===== src/rtl/spi_master_ctrl_pkg.sv =====
// =============================================================================
// spi_master_ctrl_pkg : shared constants and state encoding for the SPI master
// Rev 1.0
// =============================================================================
`default_nettype none

package spi_master_ctrl_pkg;

    localparam logic CS_ASSERT   = 1'b0;
    localparam logic CS_DEASSERT = 1'b1;

    // {CPOL, CPHA}
    localparam logic [1:0] SPI_MODE0 = 2'b00;
    localparam logic [1:0] SPI_MODE1 = 2'b01;
    localparam logic [1:0] SPI_MODE2 = 2'b10;
    localparam logic [1:0] SPI_MODE3 = 2'b11;

    typedef enum logic [2:0] {
        SPIM_IDLE  = 3'd0,
        SPIM_SETUP = 3'd1,
        SPIM_XFER  = 3'd2,
        SPIM_HOLD  = 3'd3,
        SPIM_DONE  = 3'd4
    } spim_state_e;

endpackage

`default_nettype wire


===== src/rtl/spi_master_ctrl_sclk_gen.sv =====
// =============================================================================
// spi_sclk_gen : SCLK divider producing leading/trailing edge strobes per frame
// Rev 1.0
// =============================================================================
`default_nettype none

module spi_sclk_gen #(
    parameter int FRAME_WIDTH = 16,
    parameter int CLK_DIV     = 4,
    parameter int CPOL        = 0
) (
    input  logic sysclk,
    input  logic rst_n,
    input  logic enable,
    output logic sclk,
    output logic lead_stb,
    output logic trail_stb,
    output logic last_edge
);

    localparam int   DIVW     = $clog2(CLK_DIV);
    localparam int   EDGES    = 2 * FRAME_WIDTH;
    localparam int   EW       = $clog2(EDGES + 1);
    localparam logic IDLE_LVL = 1'(CPOL);

    logic [DIVW-1:0] div_cnt_q, div_cnt_d;
    logic [EW-1:0]   edge_cnt_q, edge_cnt_d;
    logic            sclk_q, sclk_d;
    logic            w_tick;

    // Strobes are asserted in the cycle whose closing edge toggles sclk_q.
    assign w_tick    = enable && (div_cnt_q == DIVW'(CLK_DIV - 1));
    assign lead_stb  = w_tick && !edge_cnt_q[0];
    assign trail_stb = w_tick && edge_cnt_q[0];
    assign last_edge = w_tick && (edge_cnt_q == EW'(EDGES - 1));
    assign sclk      = sclk_q;

    always_comb begin
        div_cnt_d  = div_cnt_q;
        edge_cnt_d = edge_cnt_q;
        sclk_d     = sclk_q;
        if (!enable) begin
            div_cnt_d  = '0;
            edge_cnt_d = '0;
            sclk_d     = IDLE_LVL;
        end else if (w_tick) begin
            div_cnt_d  = '0;
            edge_cnt_d = edge_cnt_q + EW'(1);
            sclk_d     = ~sclk_q;
        end else begin
            div_cnt_d  = div_cnt_q + DIVW'(1);
        end
    end

    always_ff @(posedge sysclk or negedge rst_n) begin
        if (!rst_n) begin
            div_cnt_q  <= '0;
            edge_cnt_q <= '0;
            sclk_q     <= IDLE_LVL;
        end else begin
            div_cnt_q  <= div_cnt_d;
            edge_cnt_q <= edge_cnt_d;
            sclk_q     <= sclk_d;
        end
    end

endmodule

`default_nettype wire


===== src/rtl/spi_master_ctrl.sv =====
// =============================================================================
// spi_master_ctrl : parametrised SPI master with CPOL/CPHA, multi-CS, handshake
// Rev 1.0
// =============================================================================
`default_nettype none

module spi_master_ctrl
    import spi_master_ctrl_pkg::*;
#(
    parameter int FRAME_WIDTH = 16,
    parameter int CLK_DIV     = 4,
    parameter int CPOL        = 0,
    parameter int CPHA        = 0,
    parameter int NUM_CS      = 1,
    parameter int CSW         = (NUM_CS > 1) ? $clog2(NUM_CS) : 1
) (
    input  logic                   sysclk,
    input  logic                   rst_n,
    input  logic                   tx_valid,
    output logic                   tx_ready,
    input  logic [FRAME_WIDTH-1:0] tx_data,
    input  logic [CSW-1:0]         cs_sel,
    output logic [FRAME_WIDTH-1:0] rx_data,
    output logic                   rx_valid,
    output logic                   busy,
    output logic                   sclk,
    output logic                   mosi,
    input  logic                   miso,
    output logic [NUM_CS-1:0]      cs_n
);

    localparam int CNTW            = $clog2(CLK_DIV);
    localparam bit SAMPLE_ON_TRAIL = (CPHA != 0);

    spim_state_e            state_q, state_d;
    logic [CNTW-1:0]        phase_cnt_q, phase_cnt_d;
    logic [FRAME_WIDTH-1:0] tx_sr_q, tx_sr_d;
    logic [FRAME_WIDTH-1:0] rx_sr_q, rx_sr_d;
    logic [FRAME_WIDTH-1:0] rx_data_q, rx_data_d;
    logic [NUM_CS-1:0]      cs_n_q, cs_n_d;
    logic                   mosi_q, mosi_d;
    logic                   rx_valid_q, rx_valid_d;
    logic                   tx_ready_q, tx_ready_d;
    logic                   busy_q, busy_d;

    logic [NUM_CS-1:0]      w_cs_dec;
    logic                   w_lead, w_trail, w_last;
    logic                   w_sample, w_shift;
    logic                   w_phase_end;

    spi_sclk_gen #(
        .FRAME_WIDTH (FRAME_WIDTH),
        .CLK_DIV     (CLK_DIV),
        .CPOL        (CPOL)
    ) u_sclk_gen (
        .sysclk    (sysclk),
        .rst_n     (rst_n),
        .enable    (state_q == SPIM_XFER),
        .sclk      (sclk),
        .lead_stb  (w_lead),
        .trail_stb (w_trail),
        .last_edge (w_last)
    );

    // Out-of-range selects decode to no asserted line; the frame still runs.
    always_comb begin
        w_cs_dec = {NUM_CS{CS_DEASSERT}};
        for (int i = 0; i < NUM_CS; i++) begin
            if (cs_sel == CSW'(i)) w_cs_dec[i] = CS_ASSERT;
        end
    end

    // CPHA=0 never shifts after the final trailing edge so the last bit holds.
    assign w_sample    = SAMPLE_ON_TRAIL ? w_trail : w_lead;
    assign w_shift     = SAMPLE_ON_TRAIL ? w_lead : (w_trail && !w_last);
    assign w_phase_end = (phase_cnt_q == CNTW'(CLK_DIV - 1));

    always_comb begin
        state_d     = state_q;
        phase_cnt_d = phase_cnt_q;
        tx_sr_d     = tx_sr_q;
        rx_sr_d     = rx_sr_q;
        rx_data_d   = rx_data_q;
        cs_n_d      = cs_n_q;
        mosi_d      = mosi_q;
        rx_valid_d  = 1'b0;
        case (state_q)
            SPIM_IDLE: begin
                if (tx_valid) begin
                    state_d     = SPIM_SETUP;
                    phase_cnt_d = '0;
                    tx_sr_d     = tx_data;
                    rx_sr_d     = '0;
                    cs_n_d      = w_cs_dec;
                    mosi_d      = SAMPLE_ON_TRAIL ? 1'b0 : tx_data[FRAME_WIDTH-1];
                end
            end
            SPIM_SETUP: begin
                if (w_phase_end) begin
                    state_d     = SPIM_XFER;
                    phase_cnt_d = '0;
                end else begin
                    phase_cnt_d = phase_cnt_q + CNTW'(1);
                end
            end
            SPIM_XFER: begin
                if (w_sample) rx_sr_d = {rx_sr_q[FRAME_WIDTH-2:0], miso};
                if (w_shift) begin
                    mosi_d  = SAMPLE_ON_TRAIL ? tx_sr_q[FRAME_WIDTH-1] : tx_sr_q[FRAME_WIDTH-2];
                    tx_sr_d = tx_sr_q << 1;
                end
                if (w_last) state_d = SPIM_HOLD;
            end
            SPIM_HOLD: begin
                if (w_phase_end) begin
                    state_d     = SPIM_DONE;
                    phase_cnt_d = '0;
                    cs_n_d      = {NUM_CS{CS_DEASSERT}};
                    mosi_d      = 1'b0;
                    rx_valid_d  = 1'b1;
                    rx_data_d   = rx_sr_q;
                end else begin
                    phase_cnt_d = phase_cnt_q + CNTW'(1);
                end
            end
            SPIM_DONE: state_d = SPIM_IDLE;
            default:   state_d = SPIM_IDLE;
        endcase
        tx_ready_d = (state_d == SPIM_IDLE);
        busy_d     = (state_d != SPIM_IDLE);
    end

    always_ff @(posedge sysclk or negedge rst_n) begin
        if (!rst_n) begin
            state_q     <= SPIM_IDLE;
            phase_cnt_q <= '0;
            tx_sr_q     <= '0;
            rx_sr_q     <= '0;
            rx_data_q   <= '0;
            cs_n_q      <= {NUM_CS{CS_DEASSERT}};
            mosi_q      <= 1'b0;
            rx_valid_q  <= 1'b0;
            tx_ready_q  <= 1'b1;
            busy_q      <= 1'b0;
        end else begin
            state_q     <= state_d;
            phase_cnt_q <= phase_cnt_d;
            tx_sr_q     <= tx_sr_d;
            rx_sr_q     <= rx_sr_d;
            rx_data_q   <= rx_data_d;
            cs_n_q      <= cs_n_d;
            mosi_q      <= mosi_d;
            rx_valid_q  <= rx_valid_d;
            tx_ready_q  <= tx_ready_d;
            busy_q      <= busy_d;
        end
    end

    assign tx_ready = tx_ready_q;
    assign busy     = busy_q;
    assign rx_data  = rx_data_q;
    assign rx_valid = rx_valid_q;
    assign mosi     = mosi_q;
    assign cs_n     = cs_n_q;

endmodule

`default_nettype wire

===== config.mk =====
export PLATFORM = sky130hd
export DESIGN_NAME = spi_master_ctrl
export DESIGN_NICKNAME = d
export VERILOG_FILES = /design/src/rtl/spi_master_ctrl_pkg.sv /design/src/rtl/spi_master_ctrl_sclk_gen.sv /design/src/rtl/spi_master_ctrl.sv
export SDC_FILE = /design/constraint.sdc
export NUM_CORES = 1
export LEC_CHECK = 0
export CORE_MARGIN = 2
export CORE_UTILIZATION = 33
export CTS_CLUSTER_DIAMETER = 200
export DETAILED_ROUTE_END_ITERATION = 12
export MAX_ROUTING_LAYER = met4
export PLACE_DENSITY = 0.63
export SYNTH_ARGS = -nofsm -noshare
export SYNTH_HDL_FRONTEND = slang
export SYNTH_SLANG_ARGS = --single-unit

===== constraint.sdc =====
create_clock -name sysclk -period 5 [get_ports sysclk]
set_input_delay 0.5 -clock sysclk [delete_from_list [all_inputs] [get_ports sysclk]]
set_output_delay 0.5 -clock sysclk [all_outputs]
set_load 0.005 [all_outputs]

==> results of run 1 <==
==> cell usage after synthesis, types with 2 or more instances <==
cell,instances
sky130_fd_sc_hd__nand2_1,90
sky130_fd_sc_hd__dfrtp_1,64
sky130_fd_sc_hd__o21ai_0,23
sky130_fd_sc_hd__mux2_2,19
sky130_fd_sc_hd__nor2_1,10
sky130_fd_sc_hd__mux2_4,8
sky130_fd_sc_hd__inv_1,5
sky130_fd_sc_hd__buf_2,4
sky130_fd_sc_hd__nand3_1,4
sky130_fd_sc_hd__xnor2_1,4
sky130_fd_sc_hd__buf_6,3
sky130_fd_sc_hd__clkbuf_1,3
sky130_fd_sc_hd__ha_1,3
sky130_fd_sc_hd__mux2i_1,3
sky130_fd_sc_hd__nor3_1,3
sky130_fd_sc_hd__a21oi_1,2
sky130_fd_sc_hd__buf_4,2
sky130_fd_sc_hd__dfstp_2,2
sky130_fd_sc_hd__nand2b_1,2
sky130_fd_sc_hd__nand3_2,2
sky130_fd_sc_hd__nor2b_1,2
sky130_fd_sc_hd__xor2_1,2
==> power by group <==
part / internal, mW / switching (mW)
registers: 0.537 / 0.00230
clock network: 0.268 / 0.192
logic: 0.0162 / 0.0142
total: 0.821 / 0.208
==> layout make-up <==
| type | instances | area, um2 | share of cell area (%) |
|---|---|---|---|
| flip-flops and latches | 66 | 1650 | 46.1 |
| multi-input cells | 189 | 1140 | 31.9 |
| repair buffers | 44 | 430 | 12.0 |
| clock buffers | 13 | 169 | 4.71 |
| well taps | 108 | 135 | 3.76 |
| clock inverters | 2 | 35.0 | 0.976 |
| inverters | 6 | 22.5 | 0.627 |
==> sequential cells by signal (all words and copies together) (netlist names) <==
name / count
mosi: 1
u_sclk_gen.edge_cnt_q: 6
phase_cnt_q: 2
tx_sr_q: 15
tx_ready: 1
cs_n: 1
rx_sr_q: 16
u_sclk_gen.div_cnt_q: 2
state_q: 3
rx_valid: 1
busy: 1
u_sclk_gen.sclk: 1
rx_data: 16
==> metal layers <==
layer | share of wire, % | GRT usage, %
met1 | 47 | 15.1
met2 | 47 | 18.4
met3 | 3.4 | 3.36
met4 | 2.1 | 6.32
met5 | 0 | -
==> how the worst max path moves through the flow <==
stage / start / to / slack, ns / cells past startpoint
6_report: state_q[1]$_DFF_PN0_ / tx_sr_q[13]$_DFFE_PN0P_ / 2.68 / 4
5_1_grt: state_q[1]$_DFF_PN0_ / tx_sr_q[5]$_DFFE_PN0P_ / 2.53 / 4
4_1_cts: state_q[1]$_DFF_PN0_ / tx_sr_q[13]$_DFFE_PN0P_ / 2.66 / 4
3_5_place_dp: tx_valid / tx_sr_q[2]$_DFFE_PN0P_ / 2.60 / 5
3_3_place_gp: tx_valid / tx_sr_q[4]$_DFFE_PN0P_ / 2.64 / 5
2_1_floorplan: u_sclk_gen.div_cnt_q[0]$_DFF_PN0_ / tx_sr_q[10]$_DFFE_PN0P_ / 3.23 / 8
==> logic make-up after synthesis <==
| logic type | synth area share, % |
|---|---|
| simple gates | 18.1 |
| compound gates | 5.13 |
| mux | 12.5 |
| flops | 56.6 |
| fa+ha+maj | 1.28 |
| xor+xnor | 1.80 |
| buf+inv | 4.66 |
==> through the flow <==
| step | total power [mW] | setup slack, ns |
|---|---|---|
| 2_1_floorplan | 0.552 | 3.23 |
| 3_3_place_gp | 0.581 | 2.64 |
| 3_5_place_dp | 0.582 | 2.60 |
| 4_1_cts | 1.05 | 2.66 |
| 5_1_grt | 1.07 | 2.53 |
| 6_report | 1.03 | 2.68 |
==> placed cells by master, fill, tap and decap left out, types with 3 or more instances in the layout <==
cell type,count
sky130_fd_sc_hd__inv_1,5
sky130_fd_sc_hd__clkbuf_8,12
sky130_fd_sc_hd__clkdlybuf4s50_1,41
sky130_fd_sc_hd__nor3_1,3
sky130_fd_sc_hd__nand3_1,4
sky130_fd_sc_hd__xnor2_1,4
sky130_fd_sc_hd__o21ai_0,22
sky130_fd_sc_hd__mux2_4,8
sky130_fd_sc_hd__mux2i_1,3
sky130_fd_sc_hd__dfrtp_1,64
sky130_fd_sc_hd__nand2_1,90
sky130_fd_sc_hd__nor2_1,10
sky130_fd_sc_hd__ha_1,3
sky130_fd_sc_hd__mux2_2,19
==> results.txt, run 1 <==
----------------------------------------------------
[Power and ir drop]
  Power density over cell area ... 287 nW/um2
  Leakage ... 1.73 nW
  Maximum vdd ir drop ... 0.0962 mV

[Layout]
  Layout Utilization ... 41.6%
  Post-layout instance count excluding filler cells ... 428
  Net count reported at finish ... 340
  Proportion of layout cells with a drive suffix above 1 ... 16.9%
  Antenna Cells ... 0
  Synthesis-to-finish area growth ... 22.8%
  Post-Layout Inst Area ... 3590 um2
  Number of fill cells ... 865

[Floorplanning]
  Initial standard-cell utilization of the core ... 33.9%
  Row count ... 34
  Top-level I/O count ... 43
  Floorplan die height ... 98.1 um
  Die area ... 9630 um2
  Width of the chip ... 98.1 um
  Std-Cell Core Area ... 8640 um2

[Timing]
  Aggregate negative setup slack ... 0 ns
  Worst hold-check slack ... 0.314 ns
  Unrepaired setup endpoints after global routing ... false
  Rel. slew slack ... 33.5%
  Number of endpoints with negative hold slack in the final report ... 0
  Final setup skew ... 0.0108 ns
  Post-layout minimum cycle time ... 2.32 ns
  Final worst path period share ... 46.5%
  Maximum clock frequency ... 431 MHz
  Final setup fails ... 0
  Transition time of the tightest slew-check pin ... 0.997 ns
  Slew Viols, Final ... 0

[Logic synthesis]
  FFs w/ async S/R, synth ... 100%
  Count of synthesis-stage warnings from yosys ... 0
  Most common flop cell mapped by yosys ... sky130_fd_sc_hd__dfrtp_1
  Sequential-to-total area share from yosys stat ... 56.6%
  Area fraction of the dominant cell type after synthesis ... 54.8%
  Syn nets ... 299
  Number of different library cells in the post-synthesis netlist ... 37
  Synthesized flop and latch total ... 66
  Number of flops mapped to enable cells by yosys ... 0
  Dominant cell type by area after synthesis ... sky130_fd_sc_hd__dfrtp_1
  Mapped cell area ... 2920 um2
  Number of instances in the synthesized netlist ... 275
  Top cells by area in the synthesized netlist ... sky130_fd_sc_hd__dfrtp_1 55%, sky130_fd_sc_hd__nand2_1 12%, sky130_fd_sc_hd__mux2_2 7.3%
  Mean instance size in the synthesized netlist ... 10.6 um2

[Run status]
  Result of the run ... completed

[Setup path]
  Data required time of the worst path ... 5.22 ns
  Flop2flop setup slack ... 2.68 ns
  CP Buf/Inv Count ... 1
  Crit path kind ... register to register
  Depth of the most critical reg-to-reg path ... 4
  Worst path max stage delay ... 0.70 ns
  Worst reg2reg path endpoint ... tx_sr_q[13]$_DFFE_PN0P_
  Crit-path max FO ... 18
  Family with the most delay on the worst path ... simple AND/OR/NAND/NOR gates
  Data arrival time of the critical path ... 2.54 ns
  FF-to-FF Start ... state_q[1]$_DFF_PN0_
  Crit path cell chain ... nor3b_4, buf_4, mux2_2, mux2_4
  Worst path slowest cell ... sky130_fd_sc_hd__nor3b_4
  Crit start category ... register
  Critical path endpoint category ... register

[Drt]
  Total vias in the final route ... 1945
  Wirelength per Cell ... 12.3 um
  Detailed Route Iter0 Violations ... 69
  Drt pass-1 iters ... 5
  DRC violations left ... 0
  Wirelength, routed ... 5250 um
  Final ANT Viol Nets ... 0
  Post-detailed-route via-to-cell ratio ... 4.54

[Clocking]
  Number of buffers inserted during clock tree synthesis ... 9
  Number of buffers inserted for hold repair after clock tree synthesis ... 0
  Post-CTS setup buffers ... 0
  Source-to-sink clock delay at the later pin of the worst-skew pair ... 0.34 ns
  Max clock buf depth ... 2
  Clock tree root driver cell ... sky130_fd_sc_hd__clkbuf_8
  Depth of the CTS H-tree ... 3
  Total of cells resized after clock tree synthesis ... 0
  CTS clock-pin slew for the worst setup and hold paths ... 0.07 ns
  Clock net sink count ... 66
  TritonCTS clock tree ... done

[Global route]
  Largest net degree at the start of global routing ... 67
  First-pass GRT wire length ... 9160 um
  GRT Total Usage ... 12.2%
  Overflow left after global routing ... 0
  Initial antenna violation count ... 0
  Number of global-route vias before repair ... 1968

[Placed design]
  Placed Cells incl. Taps ... 413
  HPWL Detailed ... 3500 um
  Quantity of I/O buffers inserted on ports ... 42
  Final estimated routing congestion in global placement ... 0.832
  Cell area after placement ... 3390 um2

[Run]
  Max-cap violations ... 0

[Hold path]
  Worst hold path type ... input port to asynchronous set/reset pin

----------------------------------------------------
Power figures use the tool's default switching activity.
==> run 2: changes to the inputs <==
--- a/config.mk
+++ b/config.mk
@@ -10,7 +10,7 @@
 export CTS_CLUSTER_DIAMETER = 200
 export DETAILED_ROUTE_END_ITERATION = 12
 export MAX_ROUTING_LAYER = met4
-export PLACE_DENSITY = 0.63
+export PLACE_DENSITY = 0.65
 export SYNTH_ARGS = -nofsm -noshare
 export SYNTH_HDL_FRONTEND = slang
 export SYNTH_SLANG_ARGS = --single-unit
==> constraint.sdc (replaced) <==
create_clock -name sysclk -period 1.9 [get_ports sysclk]
set_input_delay 0.19 -clock sysclk [delete_from_list [all_inputs] [get_ports sysclk]]
set_output_delay 0.19 -clock sysclk [all_outputs]
set_load 0.005 [all_outputs]
==> results.txt, run 2 (synthesis gave the netlist of run 1 again) <==
----------------------------------------------------
[Setup path]
  Crit-path max FO ... 15 (-3)
  Data required time of the worst path ... 2.12 ns (-3.10 ns)
  Critical path endpoint category ... register
  Crit start category ... register
  Crit path cell chain ... ha_1, and4_4, nand3_2, and3_1, buf_12, mux2_2
  Data arrival time of the critical path ... 1.98 ns (-0.56 ns)
  CP Buf/Inv Count ... 1 (unchanged)
  Worst path max stage delay ... 0.44 ns (-0.26 ns)
  Family with the most delay on the worst path ... simple AND/OR/NAND/NOR gates
  Crit path kind ... register to register
  Worst path slowest cell ... sky130_fd_sc_hd__dfrtp_1

[Global route]
  GRT Total Usage ... 12.4% (+0.14 points)
  Met3 demand-to-capacity share in global routing ... 3.08% (-0.29 points)
  Largest net degree at the start of global routing ... 67 (unchanged)
  Met1 Resource Use GR ... 15.8% (+0.69 points)
  Initial antenna violation count ... 0 (unchanged)
  Number of global-route vias before repair ... 1990 (+1.1%)
  Overflow left after global routing ... 0 (unchanged)
  First-pass GRT wire length ... 9340 um (+1.9%)
  Top Usage Layer GRT ... met2
  Global-route met2 utilization ... 18.8% (+0.37 points)

[Layout]
  Net count reported at finish ... 350 (+2.9%)
  Antenna Cells ... 0 (unchanged)
  Proportion of layout cells with a drive suffix above 1 ... 19.6% (+2.8 points)
  Most used cells in the layout excluding fill and tap cells ... 90 x sky130_fd_sc_hd__nand2_1, 64 x sky130_fd_sc_hd__dfrtp_1, 41 x sky130_fd_sc_hd__clkdlybuf4s50_1
  Layout Utilization ... 43.4% (+1.8 points)
  Synthesis-to-finish area growth ... 28.2%
  Most common cell after layout, fill and taps aside ... sky130_fd_sc_hd__nand2_1

[Clocking]
  Number of buffers inserted during clock tree synthesis ... 9 (unchanged)
  Max clock buf depth ... 2 (unchanged)
  TritonCTS clock tree ... done
  Source-to-sink clock delay at the later pin of the worst-skew pair ... 0.34 ns (about the same)
  CTS clock-pin slew for the worst setup and hold paths ... 0.08 ns (about the same)
  Depth of the CTS H-tree ... 3 (unchanged)
  Clock net sink count ... 66 (unchanged)
  Clock tree root driver cell ... sky130_fd_sc_hd__clkbuf_8

[Floorplanning]
  Initial standard-cell utilization of the core ... 33.9% (unchanged)
  Top-level I/O count ... 43 (unchanged)
  Die area ... 9630 um2 (unchanged)
  Std-Cell Core Area ... 8640 um2 (unchanged)
  Floorplan die height ... 98.1 um (unchanged)
  Width of the chip ... 98.1 um (unchanged)
  Row count ... 34 (unchanged)

[Placed design]
  Final estimated routing congestion in global placement ... 0.790 (-5.1%)
  HPWL Detailed ... 3500 um (about the same)
  Place WS ... -0.133 ns (-2.73 ns)
  Quantity of I/O buffers inserted on ports ... 42 (unchanged)

[Drt]
  Wirelength per Cell ... 12.3 um (+0.50%)
  Final ANT Viol Nets ... 0 (unchanged)
  Post-detailed-route via-to-cell ratio ... 4.59 (+1.0%)
  DRC violations left ... 0 (unchanged)
  Wirelength, routed ... 5410 um (+3.1%)
  Total vias in the final route ... 2015 (+3.6%)
  Drt pass-1 iters ... 4 (-1)
  Detailed Route Iter0 Violations ... 86 (+25%)

[Power and ir drop]
  Clock network power share ... 47.5% (+2.9 points)
  Switch Pwr ... 0.562 mW (+170%)
  Net Sw Frac ... 19.6% (-0.61 points)
  Internal power of the cells ... 2.30 mW (+180%)
  Maximum vdd ir drop ... 0.277 mV (+190%)
  Combinational share of power ... 3.0% (about the same)
  Leakage ... 1.80 nW (+4.2%)
  Power density over cell area ... 765 nW/um2 (+170%)
  Sequential group share of total power ... 49.5% (-2.9 points)

[Hold path]
  Worst hold path type ... input port to asynchronous set/reset pin

[Timing]
  Final setup skew ... 0.0122 ns (+0.00133 ns)
  Post-route worst setup slack ... 0.134 ns (-2.54 ns)
  Final worst path period share ... 92.9% (+46 points)
  Transition time of the tightest slew-check pin ... 0.595 ns (-0.402 ns)
  Rel. slew slack ... 60.3% (+27 points)
  Number of endpoints with negative hold slack in the final report ... 0 (unchanged)
  Post-layout minimum cycle time ... 1.77 ns (-0.557 ns)
  Aggregate negative setup slack ... 0 ns (unchanged)
  Final setup fails ... 0 (unchanged)
  Unrepaired setup endpoints after global routing ... false
  Maximum clock frequency ... 566 MHz (+32%)
  Slew Viols, Final ... 0 (unchanged)

[Run status]
  Result of the run ... completed

[Run]
  Max-cap violations ... 0 (unchanged)

----------------------------------------------------
## run 2: final timing paths
kind,from,endpoint,slack [ns],cells after the start
worst min-delay path,rst_n,tx_sr_q[9]$_DFFE_PN0P_,0.38,3
min in group sysclk,cs_sel,cs_n$_DFFE_PN1P_,0.41,3
worst max-delay path,u_sclk_gen.edge_cnt_q[0]$_DFFE_PN0P_,tx_sr_q[1]$_DFFE_PN0P_,0.13,6
max in group asynchronous,rst_n,cs_n$_DFFE_PN1P_,1.19,3
worst min register to register,u_sclk_gen.div_cnt_q[0]$_DFF_PN0_,u_sclk_gen.div_cnt_q[0]$_DFF_PN0_,0.45,1
worst max register to register,u_sclk_gen.edge_cnt_q[0]$_DFFE_PN0P_,tx_sr_q[1]$_DFFE_PN0P_,0.13,6
## run 2: metal layers
metal / vias up / routed length (um)
li1: 1006 / -
met1: 971 / 2530
met2: 31 / 2620
met3: 7 / 177
met4: 0 / 87
met5: - / 0
## run 2: power by group through the flow
stage          Combinational [mW]  Sequential [mW]  Clock, mW
6_report                   0.0860             1.42       1.36
3_5_place_dp               0.0876             1.45          0
2_1_floorplan             0.00825             1.45          0
5_1_grt                    0.0962             1.42       1.47
4_1_cts                    0.0893             1.42       1.40
3_3_place_gp               0.0865             1.45          0
## run 2: cell type report
class / count / area, um2
clock buffer: 12 / 165
timing repair buffer: 53 / 538
fill: 812 / 4890
clock inverter: 4 / 72.6
inverter: 6 / 22.5
sequential: 66 / 1650
tap: 108 / 135
multi-input combinational: 190 / 1160
## run 2: worst reg2reg max path, cell delays in order (launching register included)
cell                      delay [ns]
sky130_fd_sc_hd__dfrtp_1        0.44
sky130_fd_sc_hd__ha_1           0.24
sky130_fd_sc_hd__and4_4         0.19
sky130_fd_sc_hd__nand3_2        0.07
sky130_fd_sc_hd__and3_1         0.20
sky130_fd_sc_hd__buf_12         0.17
sky130_fd_sc_hd__mux2_2         0.34
## run 2: timing repair
action	in CTS	in global routing
pin swaps	0	1
gates cloned	0	1
endpoints found under the setup margin	16	1
setup buffers	0	0
resized for setup	1	0
hold buffers	1	0
hold endpoints to repair	64	0
## run 2: per-stage QoR
step	hold slack [ns]	std cells	power [mW]	area (um2)
floorplan	-0.106	275	1.45	2920
global placement	0.235	421	1.53	3480
detailed placement	0.237	421	1.53	3480
CTS	0.390	438	2.91	3740
global route	0.413	439	2.99	3750
finish	0.381	439	2.87	3750
==> run 3: changes to the inputs <==
--- a/config.mk
+++ b/config.mk
@@ -6,11 +6,12 @@
 export NUM_CORES = 1
 export LEC_CHECK = 0
 export CORE_MARGIN = 2
-export CORE_UTILIZATION = 33
+export CORE_UTILIZATION = 40
 export CTS_CLUSTER_DIAMETER = 200
 export DETAILED_ROUTE_END_ITERATION = 12
 export MAX_ROUTING_LAYER = met4
-export PLACE_DENSITY = 0.65
+export PLACE_DENSITY = 0.75
 export SYNTH_ARGS = -nofsm -noshare
 export SYNTH_HDL_FRONTEND = slang
 export SYNTH_SLANG_ARGS = --single-unit
+export TNS_END_PERCENT = 100
==> results.txt, run 3 (synthesis gave the netlist of run 1 again) <==
----------------------------------------------------
[Run status]
  Result of the run ... completed

[Clocking]
  Clock net sink count ... 66 (unchanged)
  Clock tree root driver cell ... sky130_fd_sc_hd__clkbuf_8
  TritonCTS clock tree ... done
  CTS clock-pin slew for the worst setup and hold paths ... 0.07 ns (about the same)
  Depth of the CTS H-tree ... 3 (unchanged)
  Number of buffers inserted during clock tree synthesis ... 9 (unchanged)
  Source-to-sink clock delay at the later pin of the worst-skew pair ... 0.34 ns (about the same)
  Max clock buf depth ... 2 (unchanged)

[Global route]
  GRT Total Usage ... 15.2% (+2.8 points)
  Largest net degree at the start of global routing ... 33 (-51%)
  First-pass GRT wire length ... 8830 um (-5.5%)
  Overflow left after global routing ... 0 (unchanged)
  Number of global-route vias before repair ... 1898 (-4.6%)
  Initial antenna violation count ... 0 (unchanged)

[Floorplanning]
  Std-Cell Core Area ... 7180 um2 (-17%)
  Initial standard-cell utilization of the core ... 40.7% (+6.9 points)
  Top-level I/O count ... 43 (unchanged)
  Width of the chip ... 89.5 um (-8.8%)
  Die area ... 8010 um2 (-17%)
  Row count ... 31 (-8.8%)
  Floorplan die height ... 89.5 um (-8.8%)

[Drt]
  Final ANT Viol Nets ... 0 (unchanged)
  Post-detailed-route via-to-cell ratio ... 4.75 (+3.5%)
  Total vias in the final route ... 2043 (+1.4%)
  Wirelength per Cell ... 12.2 um (-1.4%)
  Drt pass-1 iters ... 6 (+2)
  Detailed Route Iter0 Violations ... 124 (+44%)
  Wirelength, routed ... 5230 um (-3.4%)
  DRC violations left ... 0 (unchanged)

[Layout]
  Post-layout instance count excluding filler cells ... 430 (-2.1%)
  Net count reported at finish ... 350 (unchanged)
  Antenna Cells ... 0 (unchanged)
  Proportion of layout cells with a drive suffix above 1 ... 19.3% (-0.30 points)
  Layout Utilization ... 51.1% (+7.7 points)
  Synthesis-to-finish area growth ... 25.5%
  Most common cell after layout, fill and taps aside ... sky130_fd_sc_hd__nand2_1
  Most used cells in the layout excluding fill and tap cells ... 90 x sky130_fd_sc_hd__nand2_1, 64 x sky130_fd_sc_hd__dfrtp_1, 41 x sky130_fd_sc_hd__clkdlybuf4s50_1

[Power and ir drop]
  Overall power ... 2.53 mW (-12%)
  Power density over cell area ... 690 nW/um2 (-9.8%)
  Leakage ... 1.77 nW (-1.7%)
  Maximum vdd ir drop ... 0.308 mV (+11%)

[Setup path]
  Crit-path max FO ... 15 (unchanged)
  Crit path kind ... register to register
  Worst path max stage delay ... 0.43 ns (about the same)
  Crit path cell chain ... ha_1, and4_4, nand3_2, and3_1, buf_12, mux2_2
  Worst path slowest cell ... sky130_fd_sc_hd__dfrtp_1
  Data required time of the worst path ... 2.12 ns (about the same)
  FF-to-FF Start ... u_sclk_gen.edge_cnt_q[0]$_DFFE_PN0P_
  Worst setup path startpoint ... u_sclk_gen.edge_cnt_q[0]$_DFFE_PN0P_
  Crit start category ... register
  Data arrival time of the critical path ... 1.99 ns (about the same)
  Critical path endpoint category ... register

[Timing]
  Final worst path period share ... 93.2% (+0.24 points)
  Slew Viols, Final ... 0 (unchanged)
  Number of endpoints with negative hold slack in the final report ... 0 (unchanged)
  Rel. slew slack ... 57.4% (-2.9 points)
  Post-route worst setup slack ... 0.130 ns (-0.00452 ns)
  Unrepaired setup endpoints after global routing ... false
  Final setup skew ... 0.00658 ns (-0.00559 ns)
  Final setup fails ... 0 (unchanged)
  Aggregate negative setup slack ... 0 ns (unchanged)
  Post-layout minimum cycle time ... 1.77 ns (+0.00452 ns)
  Transition time of the tightest slew-check pin ... 0.636 ns (+0.0413 ns)
  Maximum clock frequency ... 565 MHz (-0.26%)

[Placed design]
  Quantity of I/O buffers inserted on ports ... 42 (unchanged)
  HPWL Detailed ... 3610 um (+3.0%)
  Final estimated routing congestion in global placement ... 0.811 (+2.7%)
  Place WS ... -0.113 ns (+0.0206 ns)
  Placed Cells incl. Taps ... 413 (-1.9%)

[Run]
  Max-cap violations ... 0 (unchanged)

[Hold path]
  Worst hold path type ... input port to asynchronous set/reset pin

----------------------------------------------------
==> run 3: changes by cell type in the layout (fill, tap and decap cells not counted) <==
cell / delta
sky130_fd_sc_hd__bufinv_16: -2
sky130_fd_sc_hd__clkbuf_8: -2
sky130_fd_sc_hd__clkinv_2: +2
sky130_fd_sc_hd__buf_4: +1
sky130_fd_sc_hd__clkbuf_1: +1
sky130_fd_sc_hd__clkinvlp_4: +1
sky130_fd_sc_hd__o21ai_2: -1
==> run 3: what timing repair did <==
action,CTS,global route
hold buffers,1,0
resized for setup,1,0
endpoints found under the hold margin,23,0
endpoints found under the setup margin,16,0
setup buffers,0,0
==> run 3: final cells by class <==
type,count,area (um2)
Fill cell,639,3510
Clock buffer,11,141
Multi-Input combinational cell,189,1150
Clock inverter,5,30.0
Inverter,6,22.5
Sequential cell,66,1650
Timing Repair Buffer,54,546
Tap cell,99,124
==> run 3: path summary, 6_finish.rpt <==
path	depth (start not counted)	slack [ns]	endpoint
min in group sysclk	3	0.40	cs_n$_DFFE_PN1P_
setup / recovery	6	0.13	tx_sr_q[1]$_DFFE_PN0P_
max in group asynchronous	3	0.85	rx_data[5]$_DFFE_PN0P_
hold / removal	2	0.40	rx_data[13]$_DFFE_PN0P_
hold reg to reg	1	0.45	u_sclk_gen.div_cnt_q[0]$_DFF_PN0_
setup reg to reg	6	0.13	tx_sr_q[1]$_DFFE_PN0P_
==> run 3: where the power goes <==
group | leakage, nW | total [mW] | internal (mW) | switching, mW
registers | 0.876 | 1.42 | 1.41 | 0.00557
logic | 0.808 | 0.0871 | 0.0482 | 0.0390
clock network | 0.0851 | 1.02 | 0.502 | 0.522
total | 1.77 | 2.53 | 1.96 | 0.567
==> run 3: critical path: cells and delay by family, from the launching register on <==
family	cells	cell delay, ns
flops	1	0.43
buf+inv	1	0.17
simple gates	3	0.47
fa+ha+maj	1	0.23
mux	1	0.35
==> run 3: metrics by stage <==
| step | area (um2) | hold WS [ns] |
|---|---|---|
| global route | 3670 | 0.421 |
| finish | 3670 | 0.400 |
| CTS | 3670 | 0.392 |
| floorplan | 2920 | -0.106 |
| global placement | 3480 | 0.238 |
| detailed placement | 3480 | 0.240 |
==> run 3: per-layer routing <==
metal,track usage [%],wire length (um),vias up
met5,-,0,-
met3,4.71,241,8
met1,19.4,2460,983
met4,6.51,55,0
met2,22.4,2480,50
li1,-,-,1002
